## src/rtl/debug_tx_serializer_pkg.sv

```systemverilog
// Shared debug definitions: default debug word / UART byte widths and the
// serializer state encoding used by the debug unit.
package debug_tx_serializer_pkg;

    localparam int TAM_DATA_DEF = 32;
    localparam int TAM_BYTE_DEF = 8;

    typedef enum logic [1:0] {
        IDLE      = 2'd0,
        LOAD      = 2'd1,
        SEND      = 2'd2,
        WAIT_DONE = 2'd3
    } tx_state_e;

endpackage

```

## src/rtl/debug_tx_serializer_word_fifo.sv

```systemverilog
// Small synchronous word FIFO with a combinational head-of-queue output.
// DEPTH must be a power of two so the pointers wrap naturally.
module word_fifo #(
    parameter int WIDTH = 32,
    parameter int DEPTH = 4
) (
    input  logic                     i_clk,
    input  logic                     i_reset,
    input  logic                     push,
    input  logic                     pop,
    input  logic [WIDTH-1:0]         din,
    output logic [WIDTH-1:0]         dout,
    output logic [$clog2(DEPTH):0]   count,
    output logic                     full,
    output logic                     empty
);

    localparam int PTR_W = $clog2(DEPTH);

    logic [WIDTH-1:0] mem_q [DEPTH];
    logic [WIDTH-1:0] mem_d [DEPTH];
    logic [PTR_W-1:0] wr_ptr_q, wr_ptr_d;
    logic [PTR_W-1:0] rd_ptr_q, rd_ptr_d;
    logic [PTR_W:0]   count_q, count_d;
    logic             push_ok;
    logic             pop_ok;

    assign full    = (count_q == (PTR_W+1)'(DEPTH));
    assign empty   = (count_q == '0);
    assign push_ok = push && !full;
    assign pop_ok  = pop && !empty;
    assign dout    = mem_q[rd_ptr_q];
    assign count   = count_q;

    // Next-state for storage, pointers and occupancy
    always_comb begin
        mem_d    = mem_q;
        wr_ptr_d = wr_ptr_q;
        rd_ptr_d = rd_ptr_q;
        if (push_ok) begin
            mem_d[wr_ptr_q] = din;
            wr_ptr_d        = wr_ptr_q + PTR_W'(1'b1);
        end else begin
            wr_ptr_d = wr_ptr_q;
        end
        if (pop_ok) begin
            rd_ptr_d = rd_ptr_q + PTR_W'(1'b1);
        end else begin
            rd_ptr_d = rd_ptr_q;
        end
        case ({push_ok, pop_ok})
            2'b10:   count_d = count_q + (PTR_W+1)'(1'b1);
            2'b01:   count_d = count_q - (PTR_W+1)'(1'b1);
            default: count_d = count_q;
        endcase
    end

    // FIFO state registers
    always_ff @(posedge i_clk) begin
        if (i_reset) begin
            for (int i = 0; i < DEPTH; i++) begin
                mem_q[i] <= '0;
            end
            wr_ptr_q <= '0;
            rd_ptr_q <= '0;
            count_q  <= '0;
        end else begin
            mem_q    <= mem_d;
            wr_ptr_q <= wr_ptr_d;
            rd_ptr_q <= rd_ptr_d;
            count_q  <= count_d;
        end
    end

endmodule

```

## src/rtl/debug_tx_serializer.sv

```systemverilog
// Buffers debug words and feeds them MSB byte first to a UART transmitter,
// one start pulse per byte, waiting for the transmitter's done tick.
module debug_tx_serializer
    import debug_tx_serializer_pkg::*;
#(
    parameter int TAM_DATA   = TAM_DATA_DEF,
    parameter int TAM_BYTE   = TAM_BYTE_DEF,
    parameter int FIFO_DEPTH = 4
) (
    input  logic                          i_clk,
    input  logic                          i_reset,
    input  logic                          i_enable_enviada_data,
    input  logic [TAM_DATA-1:0]           i_data_enviada,
    input  logic                          i_tx_done,
    output logic                          o_tx_start,
    output logic [TAM_BYTE-1:0]           o_tx_data,
    output logic                          o_busy,
    output logic                          o_overflow,
    output logic [$clog2(FIFO_DEPTH):0]   o_fifo_count
);

    localparam int NBYTES = TAM_DATA / TAM_BYTE;
    localparam int CNT_W  = (NBYTES > 1) ? $clog2(NBYTES) : 1;
    localparam int FC_W   = $clog2(FIFO_DEPTH) + 1;

    tx_state_e            state_q, state_d;
    logic [TAM_DATA-1:0]  shift_q, shift_d;
    logic [CNT_W-1:0]     byte_cnt_q, byte_cnt_d;
    logic                 tx_start_q, tx_start_d;
    logic [TAM_BYTE-1:0]  tx_data_q, tx_data_d;
    logic                 overflow_q, overflow_d;

    logic [TAM_DATA-1:0]  fifo_dout;
    logic [FC_W-1:0]      fifo_count;
    logic                 fifo_full;
    logic                 fifo_empty;
    logic                 fifo_push;
    logic                 fifo_pop;
    logic [TAM_DATA-1:0]  shift_nx;
    logic                 last_byte;

    // Fullness is judged on the registered count, so a same-cycle pop does not save the word
    assign fifo_push  = i_enable_enviada_data && !fifo_full;
    assign overflow_d = overflow_q || (i_enable_enviada_data && fifo_full);
    assign shift_nx   = shift_q << TAM_BYTE;
    assign last_byte  = (byte_cnt_q == CNT_W'(NBYTES - 1));

    word_fifo #(
        .WIDTH (TAM_DATA),
        .DEPTH (FIFO_DEPTH)
    ) u_word_fifo (
        .i_clk   (i_clk),
        .i_reset (i_reset),
        .push    (fifo_push),
        .pop     (fifo_pop),
        .din     (i_data_enviada),
        .dout    (fifo_dout),
        .count   (fifo_count),
        .full    (fifo_full),
        .empty   (fifo_empty)
    );

    // Serializer next-state; start/data are computed one edge early so the outputs are flops
    always_comb begin
        state_d    = state_q;
        shift_d    = shift_q;
        byte_cnt_d = byte_cnt_q;
        tx_start_d = 1'b0;
        tx_data_d  = tx_data_q;
        fifo_pop   = 1'b0;
        case (state_q)
            IDLE: begin
                if (!fifo_empty) begin
                    state_d = LOAD;
                end else begin
                    state_d = IDLE;
                end
            end
            LOAD: begin
                fifo_pop   = 1'b1;
                shift_d    = fifo_dout;
                byte_cnt_d = '0;
                tx_start_d = 1'b1;
                tx_data_d  = fifo_dout[TAM_DATA-1 -: TAM_BYTE];
                state_d    = SEND;
            end
            SEND: begin
                state_d = WAIT_DONE;
            end
            WAIT_DONE: begin
                if (i_tx_done) begin
                    shift_d    = shift_nx;
                    byte_cnt_d = byte_cnt_q + CNT_W'(1'b1);
                    if (last_byte) begin
                        state_d = IDLE;
                    end else begin
                        state_d    = SEND;
                        tx_start_d = 1'b1;
                        tx_data_d  = shift_nx[TAM_DATA-1 -: TAM_BYTE];
                    end
                end else begin
                    state_d = WAIT_DONE;
                end
            end
            default: begin
                state_d = IDLE;
            end
        endcase
    end

    // Serializer state registers
    always_ff @(posedge i_clk) begin
        if (i_reset) begin
            state_q    <= IDLE;
            shift_q    <= '0;
            byte_cnt_q <= '0;
            tx_start_q <= 1'b0;
            tx_data_q  <= '0;
            overflow_q <= 1'b0;
        end else begin
            state_q    <= state_d;
            shift_q    <= shift_d;
            byte_cnt_q <= byte_cnt_d;
            tx_start_q <= tx_start_d;
            tx_data_q  <= tx_data_d;
            overflow_q <= overflow_d;
        end
    end

    assign o_tx_start   = tx_start_q;
    assign o_tx_data    = tx_data_q;
    assign o_overflow   = overflow_q;
    assign o_fifo_count = fifo_count;
    assign o_busy       = (state_q != IDLE) || (fifo_count != '0);

endmodule

```

## config.mk

```make
export PLATFORM = sky130hd
export DESIGN_NAME = debug_tx_serializer
export DESIGN_NICKNAME = d
export VERILOG_FILES = /design/src/rtl/debug_tx_serializer_pkg.sv /design/src/rtl/debug_tx_serializer_word_fifo.sv /design/src/rtl/debug_tx_serializer.sv
export SDC_FILE = /design/constraint.sdc
export NUM_CORES = 1
export LEC_CHECK = 0
export ABC_AREA = 0
export BUFFER_PORTS_ARGS = -buffer_cell sky130_fd_sc_hd__buf_2
export CAP_MARGIN = 25
export CORE_UTILIZATION = 55
export CTS_BUF_LIST = sky130_fd_sc_hd__clkbuf_16
export CTS_CLUSTER_DIAMETER = 120
export DETAILED_ROUTE_END_ITERATION = 8
export PLACE_DENSITY = 0.76
export SLEW_MARGIN = 10
export SYNTH_ARGS = -nofsm -noshare
export SYNTH_HDL_FRONTEND = slang
export SYNTH_SLANG_ARGS = --single-unit
```

## constraint.sdc

```tcl
create_clock -name i_clk -period 2.3 [get_ports i_clk]
set_input_delay 0.115 -clock i_clk [delete_from_list [all_inputs] [get_ports i_clk]]
set_output_delay 0.115 -clock i_clk [all_outputs]
set_load 0.05 [all_outputs]
```

==> impl_metrics.sql, run 1 <==
INSERT INTO impl_metrics (metric_group, metric, value, unit) VALUES
('floorplan', 'core', '13900', 'sq um'),
('floorplan', 'num_io_pins', '50', ''),
('clock_tree', 'cts_setup_buffers', '0', ''),
('critical_path', 'crit_path_cell_trace', 'or3b_1, nand2_1, ha_1, inv_1, fa_1, xor2_1, or3_1, a21oi_1', ''),
('layout', 'post_layout_nonfiller_instances', '957', ''),
('sta', 'max_freq', '463', 'MHz'),
('power_and_ir_drop', 'power.density_cell_area', '961', 'nW/um^2'),
('layout', 'nNetsFinal', '807', ''),
('yosys', 'synth_top_cell_area_share', '0.441', ''),
('yosys', 'yosys_warnings', '0', ''),
('clock_tree', 'clkTransAtPathRegs', '0.07', 'ns'),
('place', 'post-place-ws', '0.168', 'ns'),
('yosys', 'ys_ff_latch', '173', ''),
('critical_path', 'crit_path_max_fanout', '5', ''),
('sta', 'fin_setup_tns', '0', 'ns'),
('routing', 'drtPass1Iterations', '5', ''),
('sta', 'worst_clock_skew', '0.00742', 'ns'),
('hold_path', 'hold_path_depth', '3', ''),
('yosys', 'synthXorXnorAreaFrac', '0.00223', ''),
('critical_path', 'crit_reg_reg_startpoint', 'u_word_fifo.count[0]', ''),
('critical_path', 'path_buf_inv', '1', ''),
('sta', 'postLayoutSetupSlackWorst', '0.141', 'ns'),
('clock_tree', 'cts.root.buffer_cell', 'sky130_fd_sc_hd__clkbuf_16', ''),
('yosys', 'synth_ff_type', 'sky130_fd_sc_hd__dfxtp_1', ''),
('power_and_ir_drop', 'leakagePower', '0.00379', 'uW'),
('global_route', 'grt_pass1_vias', '5483', ''),
('routing', 'route.detailed.wl_per_inst', '17.7', 'microns'),
('global_route', 'grt_start_max_net_pins', '78', ''),
('flow_run', 'drv_cap', '0', ''),
('yosys', 'syn_area_per_cell', '10.7', 'sq um'),
('critical_path', 'crit_path_max_cell_delay', '0.40', 'ns'),
('critical_path', 'cp_max_stage_cell', 'sky130_fd_sc_hd__or3b_1', ''),
('sta', 'final.period_utilization', '0.939', ''),
('place', 'port_buffer_count', '49', ''),
('sta', 'timing.final.crit_period', '2.16', 'ns'),
('yosys', 'synthArstFlopShare', '0', ''),
('critical_path', 'setup.worst_path.class', 'reg -> reg', ''),
('routing', 'final_antenna_net_count', '0', ''),
('critical_path', 'cp-start-kind', 'flip-flop', ''),
('yosys', 'post_synth_mux_area_share', '0.251', ''),
('floorplan', 'start_util', '0.564', ''),
('sta', 'final_max_slew_viol_count', '0', ''),
('power_and_ir_drop', 'power.ir.vdd_worst', '0.613', 'mV'),
('yosys', 'number_of_nets_produced_by_synthesis', '780', ''),
('layout', 'area_growth', '13.1', '%'),
('clock_tree', 'clockBufferDepth', '2', ''),
('critical_path', 'crit_family', 'simple AND/OR/NAND/NOR gates', ''),
('hold_path', 'hold_class', 'in -> reg', ''),
('floorplan', 'rows', '43', ''),
('layout', 'seqCellArea', '3470', 'sq um'),
('yosys', 'syn_inst', '737', ''),
('global_route', 'grt_antenna_before_repair', '0', ''),
('yosys', 'post_synth_fa_ha_maj_area_fraction', '0.0121', ''),
('sta', 'slew_headroom', '0.536', ''),
('critical_path', 'crit-reg2reg-capture', 'u_word_fifo.count[2]', ''),
('clock_tree', 'cts.sink_count', '173', ''),
('critical_path', 'rrSetupSlack', '0.14', 'ns'),
('outcome', 'run_status', 'finished clean', ''),
('layout', 'area_of_combinational_cells_with_multiple_inputs', '4060', 'sq um'),
('yosys', 'synth_area_leader_cell', 'sky130_fd_sc_hd__dfxtp_1', ''),
('layout', 'final.fill_count', '1105', ''),
('clock_tree', 'total_of_hold_buffers_inserted_after_clock_tree_synthesis', '0', ''),
('routing', 'post_drt_via_cell_ratio', '5.74', ''),
('yosys', 'synth_simple_gate_area_frac', '0.166', ''),
('clock_tree', 'cts_tree', 'done', ''),
('sta', 'fin_worst_hold_slack', '0.0131', 'ns'),
('routing', 'detail_route.wirelength', '17.0', 'mm'),
('hold_path', 'min_to', 'u_word_fifo.mem_q[67]', ''),
('routing', 'routed_vias', '5494', ''),
('place', 'gp_congestion', '0.786', ''),
('clock_tree', 'clock_buffer_count_from_cts', '17', '');
registers in the layout, indices dropped and copies added (netlist names):
register	cells
u_word_fifo.wr_ptr_q	2
byte_cnt_q	2
o_tx_start	1
state_q	2
o_tx_data	8
o_overflow	1
u_word_fifo.mem_q	128
u_word_fifo.rd_ptr_q	2
shift_q	24
u_word_fifo.count	3
final cells by class:
cell class                 count  area share
sequential                   173       0.390
timing repair buffer          67      0.0501
tap                          180      0.0253
clock inverter                14      0.0212
inverter                      15     0.00633
multi-input combinational    490       0.456
clock buffer                  18      0.0506
how the worst max path moves through the flow:
stage                                    start                   end  slack (ns)  cells after the start
after floorplan           u_word_fifo.count[0]  u_word_fifo.count[2]        0.02                      9
after global placement    u_word_fifo.count[0]  u_word_fifo.count[2]        0.25                      8
after detailed placement  u_word_fifo.count[0]  u_word_fifo.count[2]        0.17                      8
after CTS                 u_word_fifo.count[0]  u_word_fifo.count[2]        0.14                      8
after global routing      u_word_fifo.count[0]  u_word_fifo.count[2]        0.02                      8
final                     u_word_fifo.count[0]  u_word_fifo.count[2]        0.14                      8
kinds of logic (layout without fill, tap and decap cells):
| kind of cell | Yosys count | count (layout) |
|---|---|---|
| buffers and inverters | 74 | 114 |
| adders and majority gates | 7 | 7 |
| and+or+nand+nor | 219 | 219 |
| AOI/OAI and AO/OA | 83 | 83 |
| DFF | 173 | 173 |
| xor gates and xnor gates | 2 | 2 |
| muxes | 179 | 179 |
layer usage:
metal  GRT usage  vias to the layer above  share of wire
met3      0.0529                       20          0.036
met5           0                        -              0
met4      0.0872                        0          0.015
met1       0.305                     2725           0.45
met2       0.404                      105           0.50
li1            -                     2644              -
synth_stat cells (all sizes together) (3+ instances only):
cell and instances:
a21o 3, a21oi 11, a221o 5, a221oi 26, a22o 19, a22oi 8
and2 7, buf 28, clkbuf 31, dfxtp 173, ha 6, inv 15
mux2 15, mux2i 151, mux4 13, nand2 24, nand2b 163, nand3 7
nor2 7, o21ai 4
through the flow:
step	instance area, sq um	power, uW
after floorplan	7870	4980
after global placement	8240	5430
after detailed placement	8240	5500
after CTS	8870	8590
after global routing	8890	8890
final	8890	8550
cell usage in the layout, fill, tap and decap left out, drive strengths merged, types with 3 or more instances in the layout:
master      n
buf        67
a22oi       8
a221o       5
nor2        7
ha          6
nand2b    163
clkbuf     18
a21oi      11
a21o        3
a22o       19
dfxtp     173
bufinv      4
a221oi     26
mux4       13
nand2      24
nand3       7
mux2i     151
clkinvlp    5
mux2       15
inv        18
o21ai       4
and2        7
where the power goes:
group,switching (uW),internal (uW)
Combinational,1230,751
Clock,1210,1880
Sequential,200,3280
Total,2640,5910
tightest hold or removal path, cell delays in order:
cell                       delay [ns]
sky130_fd_sc_hd__buf_2           0.07
sky130_fd_sc_hd__nand2b_1        0.09
sky130_fd_sc_hd__mux2i_1         0.13
Power figures use the tool's default switching activity.
==> run 2: changes to the inputs <==
--- a/config.mk
+++ b/config.mk
@@ -8,6 +8,7 @@
 export ABC_AREA = 0
 export BUFFER_PORTS_ARGS = -buffer_cell sky130_fd_sc_hd__buf_2
 export CAP_MARGIN = 25
+export CORE_MARGIN = 3
 export CORE_UTILIZATION = 55
 export CTS_BUF_LIST = sky130_fd_sc_hd__clkbuf_16
 export CTS_CLUSTER_DIAMETER = 120
==> constraint.sdc (replaced) <==
create_clock -name i_clk -period 2.3 [get_ports i_clk]
set_input_delay 0.46 -clock i_clk [delete_from_list [all_inputs] [get_ports i_clk]]
set_output_delay 0.46 -clock i_clk [all_outputs]
set_load 0.05 [all_outputs]
==> run 2 against run 1 <==
First-iteration DRC count down 5.4%. Sequential power about the same. Design area up 0.56%. Register-to-register slack about the same. Die area up 6.7%. Critical path type unchanged. Wire length up 1.8%. Final cell count up 0.21%. Worst setup slack better by 0.0097 ns.
==> impl_metrics.sql, run 2 (synthesized netlist as in run 1, its figures left out) <==
INSERT INTO impl_metrics (metric_group, metric, value, unit) VALUES
('outcome', 'run_status', 'finished clean', ''),
('clock_tree', 'cts_setup_buffers', '0', ''),
('power_and_ir_drop', 'power.share.sequential', '0.397', ''),
('sta', 'slew_headroom', '0.548', ''),
('critical_path', 'crit_path_max_fanout', '5', ''),
('floorplan', 'die-height', '126', 'microns'),
('floorplan', 'core', '13900', 'sq um'),
('clock_tree', 'number_of_cells_upsized_or_downsized_after_cts', '0', ''),
('clock_tree', 'cts.htree.levels', '4', ''),
('routing', 'route.detailed.wl_per_inst', '18.0', 'microns'),
('layout', 'finish.utilization', '0.642', ''),
('power_and_ir_drop', 'power.density_cell_area', '977', 'nW/um^2'),
('place', 'dpl.cell_count', '926', ''),
('floorplan', 'design.die.area', '15800', 'sq um'),
('power_and_ir_drop', 'share_clk_of_total_power', '0.375', ''),
('layout', 'final_common_cell', 'sky130_fd_sc_hd__dfxtp_1', ''),
('global_route', 'grt_overflow_total', '0', ''),
('critical_path', 'worst_endpoint_data_arrival_time', '2.50', 'ns'),
('sta', 'worst_clock_skew', '0.00791', 'ns'),
('layout', 'largest_register_ffs', '128', ''),
('sta', 'fin_setup_tns', '0', 'ns'),
('place', 'gp_congestion', '0.816', ''),
('sta', 'finalHoldViolCount', '0', ''),
('layout', 'final.fill_count', '1132', ''),
('global_route', 'global_route.usage.met3', '0.0483', ''),
('global_route', 'grt_antenna_before_repair', '0', ''),
('layout', 'area_of_combinational_cells_with_multiple_inputs', '4060', 'sq um'),
('clock_tree', 'worst_skew_late_latency', '0.43', 'ns'),
('clock_tree', 'cts.root.buffer_cell', 'sky130_fd_sc_hd__clkbuf_16', ''),
('routing', 'detail_route.wirelength', '17.3', 'mm'),
('clock_tree', 'cts_tree', 'done', ''),
('power_and_ir_drop', 'internal-power', '6160', 'uW'),
('layout', 'register_with_the_most_flip_flops', 'u_word_fifo.mem_q', ''),
('global_route', 'grt_start_max_net_pins', '84', ''),
('place', 'port_buffer_count', '49', ''),
('clock_tree', 'clockBufferDepth', '2', ''),
('hold_path', 'hold_class', 'in -> reg', ''),
('critical_path', 'end_kind', 'flip-flop', ''),
('routing', 'routed_vias', '5478', ''),
('power_and_ir_drop', 'power.switching_fraction', '0.296', ''),
('sta', 'worstMarginPinSlew', '0.677', 'ns'),
('critical_path', 'worstPathRequired', '2.65', 'ns'),
('power_and_ir_drop', 'netsw', '2580', 'uW'),
('clock_tree', 'clkTransAtPathRegs', '0.06', 'ns'),
('flow_run', 'drv_cap', '0', ''),
('layout', 'area_growth', '13.8', '%'),
('power_and_ir_drop', 'post-layout-total-power', '8740', 'uW'),
('floorplan', 'start_util', '0.564', ''),
('sta', 'setup_viol_count_final', '0', ''),
('sta', 'final_max_slew_viol_count', '0', ''),
('layout', 'seqCellArea', '3470', 'sq um'),
('floorplan', 'die-width', '126', 'microns'),
('critical_path', 'setup.worst_path.class', 'reg -> reg', ''),
('layout', 'drive_above_1_share', '0.175', ''),
('sta', 'unrepaired_setup_endpoints_after_global_routing', 'no', ''),
('power_and_ir_drop', 'combPwrFrac', '0.228', ''),
('routing', 'drt_iter0_markers', '384', ''),
('critical_path', 'cp-start-kind', 'flip-flop', ''),
('place', 'hpwl_after_detailed_placement', '11.2', 'mm'),
('routing', 'final_antenna_net_count', '0', ''),
('layout', 'post_layout_nonfiller_instances', '959', ''),
('floorplan', 'rows', '43', ''),
('global_route', 'top_usage_layer', 'met2', ''),
('routing', 'drtPass1Iterations', '5', ''),
('sta', 'final.period_utilization', '0.935', ''),
('clock_tree', 'total_of_hold_buffers_inserted_after_clock_tree_synthesis', '0', ''),
('clock_tree', 'cts.sink_count', '173', ''),
('global_route', 'grt.total_usage', '0.223', ''),
('power_and_ir_drop', 'power.ir.vdd_worst', '0.706', 'mV'),
('layout', 'final_cell_mix', 'sky130_fd_sc_hd__dfxtp_1 (168), sky130_fd_sc_hd__nand2b_1 (163), sky130_fd_sc_hd__mux2i_1 (151), sky130_fd_sc_hd__buf_2 (48), sky130_fd_sc_hd__a221oi_1 (26)', ''),
('power_and_ir_drop', 'leakagePower', '0.00383', 'uW'),
('sta', 'max_freq', '465', 'MHz'),
('clock_tree', 'clock_buffer_count_from_cts', '17', ''),
('global_route', 'grt_first_pass_wirelength', '28.6', 'mm'),
('floorplan', 'num_io_pins', '50', ''),
('layout', 'antenna_cells_inserted', '0', ''),
('global_route', 'grt.met1_usage', '0.283', ''),
('routing', 'drt_drc_violations_left', '0', ''),
('layout', 'nNetsFinal', '809', ''),
('global_route', 'grtUsageMet2', '0.384', ''),
('routing', 'post_drt_via_cell_ratio', '5.71', ''),
('sta', 'timing.final.crit_period', '2.15', 'ns'),
('global_route', 'grt_pass1_vias', '5705', '');
-- run 2: changes by cell type in the layout (fill, tap and decap cells not counted) --
| cell | delta |
|---|---|
| sky130_fd_sc_hd__buf_4 | +2 |
| sky130_fd_sc_hd__bufinv_16 | +3 |
| sky130_fd_sc_hd__clkbuf_16 | -1 |
| sky130_fd_sc_hd__clkinv_1 | +3 |
| sky130_fd_sc_hd__clkinvlp_4 | -4 |
| sky130_fd_sc_hd__inv_4 | +1 |
| sky130_fd_sc_hd__inv_6 | -2 |
-- run 2: layout make-up --
class | instances | area share
clock buffers | 17 | 0.0476
clock inverters | 15 | 0.0278
flip-flops and latches | 173 | 0.388
inverters | 15 | 0.00629
well taps | 180 | 0.0252
repair buffers | 69 | 0.0515
multi-input cells | 490 | 0.453
-- run 2: critical path, stage by stage (launching register included) --
cell and delay, ns:
sky130_fd_sc_hd__dfxtp_2 0.35, sky130_fd_sc_hd__or3b_1 0.40, sky130_fd_sc_hd__nand2_1 0.09, sky130_fd_sc_hd__ha_1 0.18, sky130_fd_sc_hd__inv_1 0.06, sky130_fd_sc_hd__fa_1 0.37, sky130_fd_sc_hd__xor2_1 0.16, sky130_fd_sc_hd__or3_1 0.32
sky130_fd_sc_hd__a21oi_1 0.14
-- run 2: routing by layer --
metal / part of all wire / wire (microns) / vias to the layer above
met5: 0 / 0 / -
met4: 0.012 / 206 / 0
met3: 0.038 / 650 / 20
met2: 0.51 / 8720 / 106
met1: 0.45 / 7680 / 2709
li1: - / - / 2643
-- run 2: path summary, 6_finish.rpt --
path,startpoint,end,slack [ns],cells past startpoint
setup / recovery,u_word_fifo.count[0],u_word_fifo.count[2],0.15,8
hold / removal,i_reset,byte_cnt_q[1],0.36,2
setup reg to reg,u_word_fifo.count[0],u_word_fifo.count[2],0.15,8
hold reg to reg,u_word_fifo.mem_q[74],u_word_fifo.mem_q[74],0.47,2
-- run 2: power by group through the flow --
| stage | logic, uW | clock network (uW) | registers, uW |
|---|---|---|---|
| after global routing | 2150 | 3450 | 3500 |
| after global placement | 1910 | 0 | 3510 |
| final | 1990 | 3270 | 3470 |
| after floorplan | 1270 | 0 | 3700 |
| after detailed placement | 1970 | 0 | 3530 |
| after CTS | 1990 | 3320 | 3470 |
-- run 2: stage by stage --
| step | area [sq um] | setup slack (ns) | hold slack [ns] |
|---|---|---|---|
| 2_1_floorplan | 7870 | 0.0226 | 0.441 |
| 3_3_place_gp | 8250 | 0.259 | 0.454 |
| 3_5_place_dp | 8250 | 0.178 | 0.465 |
| 4_1_cts | 8920 | 0.161 | 0.340 |
| 5_1_grt | 8940 | 0.0664 | 0.364 |
| 6_report | 8940 | 0.151 | 0.361 |
==> run 3: changes to the inputs <==
--- a/config.mk
+++ b/config.mk
@@ -17,4 +17,5 @@
 export SLEW_MARGIN = 10
 export SYNTH_ARGS = -nofsm -noshare
 export SYNTH_HDL_FRONTEND = slang
+export SYNTH_HIERARCHICAL = 1
 export SYNTH_SLANG_ARGS = --single-unit
==> run 3 against run 2 <==
Design area grew 0.45%. Global-route usage shrank 0.38 points. Worst setup slack lost 0.12 ns. Non-clock buffer count is the same. Largest cell class unchanged. Critical path type unchanged. Highest routed layer unchanged. Clock skew shrank 0.0023 ns. Wire length shrank 1.3%. Fmax shrank 5.1%.
==> impl_metrics.sql, run 3 <==
INSERT INTO impl_metrics (metric_group, metric, value, unit) VALUES
('outcome', 'run_status', 'finished clean', ''),
('yosys', 'top_cells_by_area_in_the_synthesized_netlist', 'sky130_fd_sc_hd__dfxtp_1 (43%), sky130_fd_sc_hd__mux2i_1 (17%), sky130_fd_sc_hd__nand2b_1 (13%)', ''),
('layout', 'drive_above_1_share', '0.217', ''),
('global_route', 'grt_pass1_vias', '5602', ''),
('yosys', 'syn_area_per_cell', '11.0', 'sq um'),
('sta', 'worstMarginPinSlew', '0.648', 'ns'),
('clock_tree', 'cts_tree', 'done', ''),
('sta', 'timing.final.crit_period', '2.27', 'ns'),
('routing', 'routed_vias', '5387', ''),
('routing', 'detail_route.wirelength', '17.0', 'mm'),
('place', 'post-place-ws', '0.0447', 'ns'),
('yosys', 'ys_ff_latch', '173', ''),
('global_route', 'grt_first_pass_wirelength', '28.3', 'mm'),
('clock_tree', 'clkTransAtPathRegs', '0.06', 'ns'),
('critical_path', 'crit_path_max_cell_delay', '0.40', 'ns'),
('floorplan', 'core', '14000', 'sq um'),
('layout', 'nNetsFinal', '800', ''),
('yosys', 'yosys.cell_count.top_type', 'sky130_fd_sc_hd__dfxtp_1', ''),
('routing', 'drt_drc_violations_left', '0', ''),
('critical_path', 'worst_setup_path_startpoint', 'u_word_fifo/count[2]', ''),
('place', 'dpl.cell_count', '918', ''),
('global_route', 'grt_overflow_total', '0', ''),
('global_route', 'grt.total_usage', '0.219', ''),
('power_and_ir_drop', 'power.density_cell_area', '964', 'nW/um^2'),
('critical_path', 'cp-start-kind', 'flip-flop', ''),
('sta', 'worst_clock_skew', '0.00559', 'ns'),
('clock_tree', 'total_of_hold_buffers_inserted_after_clock_tree_synthesis', '0', ''),
('routing', 'route.detailed.wl_per_inst', '17.9', 'microns'),
('critical_path', 'worst_endpoint_data_arrival_time', '2.61', 'ns'),
('critical_path', 'crit_family', 'simple AND/OR/NAND/NOR gates', ''),
('clock_tree', 'cts.sink_count', '173', ''),
('critical_path', 'cp_max_stage_cell', 'sky130_fd_sc_hd__or3b_4', ''),
('floorplan', 'die-height', '126', 'microns'),
('clock_tree', 'clockBufferDepth', '2', ''),
('critical_path', 'setup.worst_path.class', 'reg -> reg', ''),
('yosys', 'yosys_warnings', '6', ''),
('sta', 'unrepaired_setup_endpoints_after_global_routing', 'yes', ''),
('routing', 'final_antenna_net_count', '0', ''),
('yosys', 'synthArstFlopShare', '0', ''),
('floorplan', 'start_util', '0.568', ''),
('critical_path', 'worstPathRequired', '2.65', 'ns'),
('layout', 'final_common_cell', 'sky130_fd_sc_hd__dfxtp_1', ''),
('sta', 'final_max_slew_viol_count', '0', ''),
('yosys', 'synth_common_cells', 'sky130_fd_sc_hd__dfxtp_1 (173), sky130_fd_sc_hd__nand2b_1 (163), sky130_fd_sc_hd__mux2i_1 (136)', ''),
('sta', 'postLayoutSetupSlackWorst', '0.0349', 'ns'),
('critical_path', 'path_buf_inv', '3', ''),
('yosys', 'sequential_share_of_the_synthesized_area', '0.434', ''),
('sta', 'finalHoldViolCount', '0', ''),
('floorplan', 'num_io_pins', '50', ''),
('floorplan', 'die-width', '126', 'microns'),
('power_and_ir_drop', 'power.ir.vdd_worst', '0.608', 'mV'),
('critical_path', 'crit_path_max_fanout', '7', ''),
('place', 'hpwl_after_detailed_placement', '11.2', 'mm'),
('layout', 'register_with_the_most_flip_flops', 'u_word_fifo/mem_q', ''),
('yosys', 'number_of_nets_produced_by_synthesis', '766', ''),
('critical_path', 'cpMostUsedCell', 'sky130_fd_sc_hd__inv_2', ''),
('critical_path', 'end_kind', 'flip-flop', ''),
('critical_path', 'crit_path_cell_trace', 'or3b_4, inv_2, nor2b_1, and2_4, inv_2, ha_4, inv_2, fa_2, xor2_1, or3_1, a21oi_2', ''),
('yosys', 'netlist_area', '7980', 'sq um'),
('flow_run', 'drv_cap', '0', ''),
('yosys', 'synth_cell_type_count', '44', ''),
('critical_path', 'crit_reg_reg_startpoint', 'u_word_fifo/count[2]', ''),
('layout', 'largest_register_ffs', '128', ''),
('clock_tree', 'worst_skew_late_latency', '0.42', 'ns'),
('clock_tree', 'clock_buffer_count_from_cts', '17', ''),
('hold_path', 'worstHoldStart', 'i_enable_enviada_data', ''),
('hold_path', 'hold_class', 'in -> reg', ''),
('layout', 'area_growth', '12.6', '%'),
('global_route', 'grt_antenna_before_repair', '0', ''),
('sta', 'final.period_utilization', '0.985', ''),
('place', 'gp_congestion', '0.820', ''),
('yosys', 'syn_inst', '723', ''),
('sta', 'slew_headroom', '0.568', ''),
('floorplan', 'design.die.area', '16000', 'sq um'),
('place', 'port_buffer_count', '49', ''),
('sta', 'setup_viol_count_final', '0', ''),
('yosys', 'synth-edff-count', '0', ''),
('layout', 'post_layout_nonfiller_instances', '950', ''),
('power_and_ir_drop', 'leakagePower', '0.00388', 'uW'),
('sta', 'max_freq', '441', 'MHz'),
('layout', 'final_cell_mix', 'sky130_fd_sc_hd__dfxtp_1 (169), sky130_fd_sc_hd__nand2b_1 (163), sky130_fd_sc_hd__mux2i_1 (136), sky130_fd_sc_hd__buf_2 (48), sky130_fd_sc_hd__a21oi_1 (37)', ''),
('clock_tree', 'cts.htree.levels', '4', ''),
('yosys', 'synth_area_leader_cell', 'sky130_fd_sc_hd__dfxtp_1', ''),
('floorplan', 'rows', '43', ''),
('routing', 'post_drt_via_cell_ratio', '5.67', ''),
('yosys', 'synth_top_cell_area_share', '0.434', ''),
('routing', 'drt_iter0_markers', '444', ''),
('layout', 'antenna_cells_inserted', '0', ''),
('clock_tree', 'cts.root.buffer_cell', 'sky130_fd_sc_hd__clkbuf_16', ''),
('global_route', 'grt_start_max_net_pins', '69', ''),
('routing', 'drtPass1Iterations', '5', ''),
('yosys', 'synth_ff_type', 'sky130_fd_sc_hd__dfxtp_1', '');
run 3: changes by cell type in the layout (fill, tap and decap cells not counted), moves of 15 or more:
cell                       delta
sky130_fd_sc_hd__mux2i_1     -15
sky130_fd_sc_hd__a22o_1      -19
sky130_fd_sc_hd__a221oi_1    -26
sky130_fd_sc_hd__a21oi_1     +26
sky130_fd_sc_hd__mux4_2      +19
run 3: repair_timing:
item                                   4_1_cts  5_1_grt
buffers inserted                             0        0
setup endpoints to repair                    0        1
gates resized for setup                      0        2
endpoints found under the hold margin        0        0
run 3: worst min-delay path: cells and delay by family:
kind | cells | cell delay, ns
compound gates | 1 | 0.05
buf+inv | 1 | 0.09
simple gates | 1 | 0.07
run 3: path summary, 6_finish.rpt:
kind / endpoint / slack (ns) / depth (start not counted)
hold reg to reg: shift_q[4] / 0.46 / 2
setup reg to reg: u_word_fifo/count[2] / 0.03 / 11
setup / recovery: u_word_fifo/count[2] / 0.03 / 11
hold / removal: o_overflow / 0.29 / 3
run 3: cell type report:
class | count | area (sq um)
repair buffers | 69 | 460
clock buffers | 17 | 425
clock inverters | 15 | 180
multi-input cells | 485 | 4180
fillers | 1101 | 5060
flip-flops and latches | 173 | 3470
inverters | 11 | 41.3
well taps | 180 | 225
run 3: cells by family after synthesis:
group | share of synthesized area
adder cells (fa/ha/maj) | 0.0119
AO/OA/AOI/OAI | 0.0712
AND/OR/NAND/NOR | 0.172
multiplexers | 0.262
XOR/XNOR | 0.00329
buffers and inverters | 0.0455
flip-flops | 0.434
run 3: per-layer routing:
layer  GRT usage  routed length, microns
met1       0.307                    8060
met2       0.349                    8200
met4      0.0587                     187
met5           0                       0
met3      0.0446                     589
run 3: through the flow:
step | hold slack (ns) | TNS (ns) | area (sq um) | power [uW] | utilization
after CTS | 0.277 | 0 | 8980 | 8700 | 0.639
after global routing | 0.306 | -0.0496 | 8980 | 9020 | 0.640
final | 0.291 | 0 | 8980 | 8660 | 0.640
after global placement | 0.436 | 0 | 8370 | 5700 | 0.596
after floorplan | 0.424 | -0.265 | 8010 | 5220 | -
after detailed placement | 0.443 | 0 | 8370 | 5760 | 0.596
run 3: where the power goes:
| group | switching, uW | internal (uW) | total (uW) |
|---|---|---|---|
| registers | 206 | 3320 | 3530 |
| clock network | 1140 | 1800 | 2930 |
| logic | 1330 | 872 | 2200 |
| total | 2670 | 5990 | 8660 |
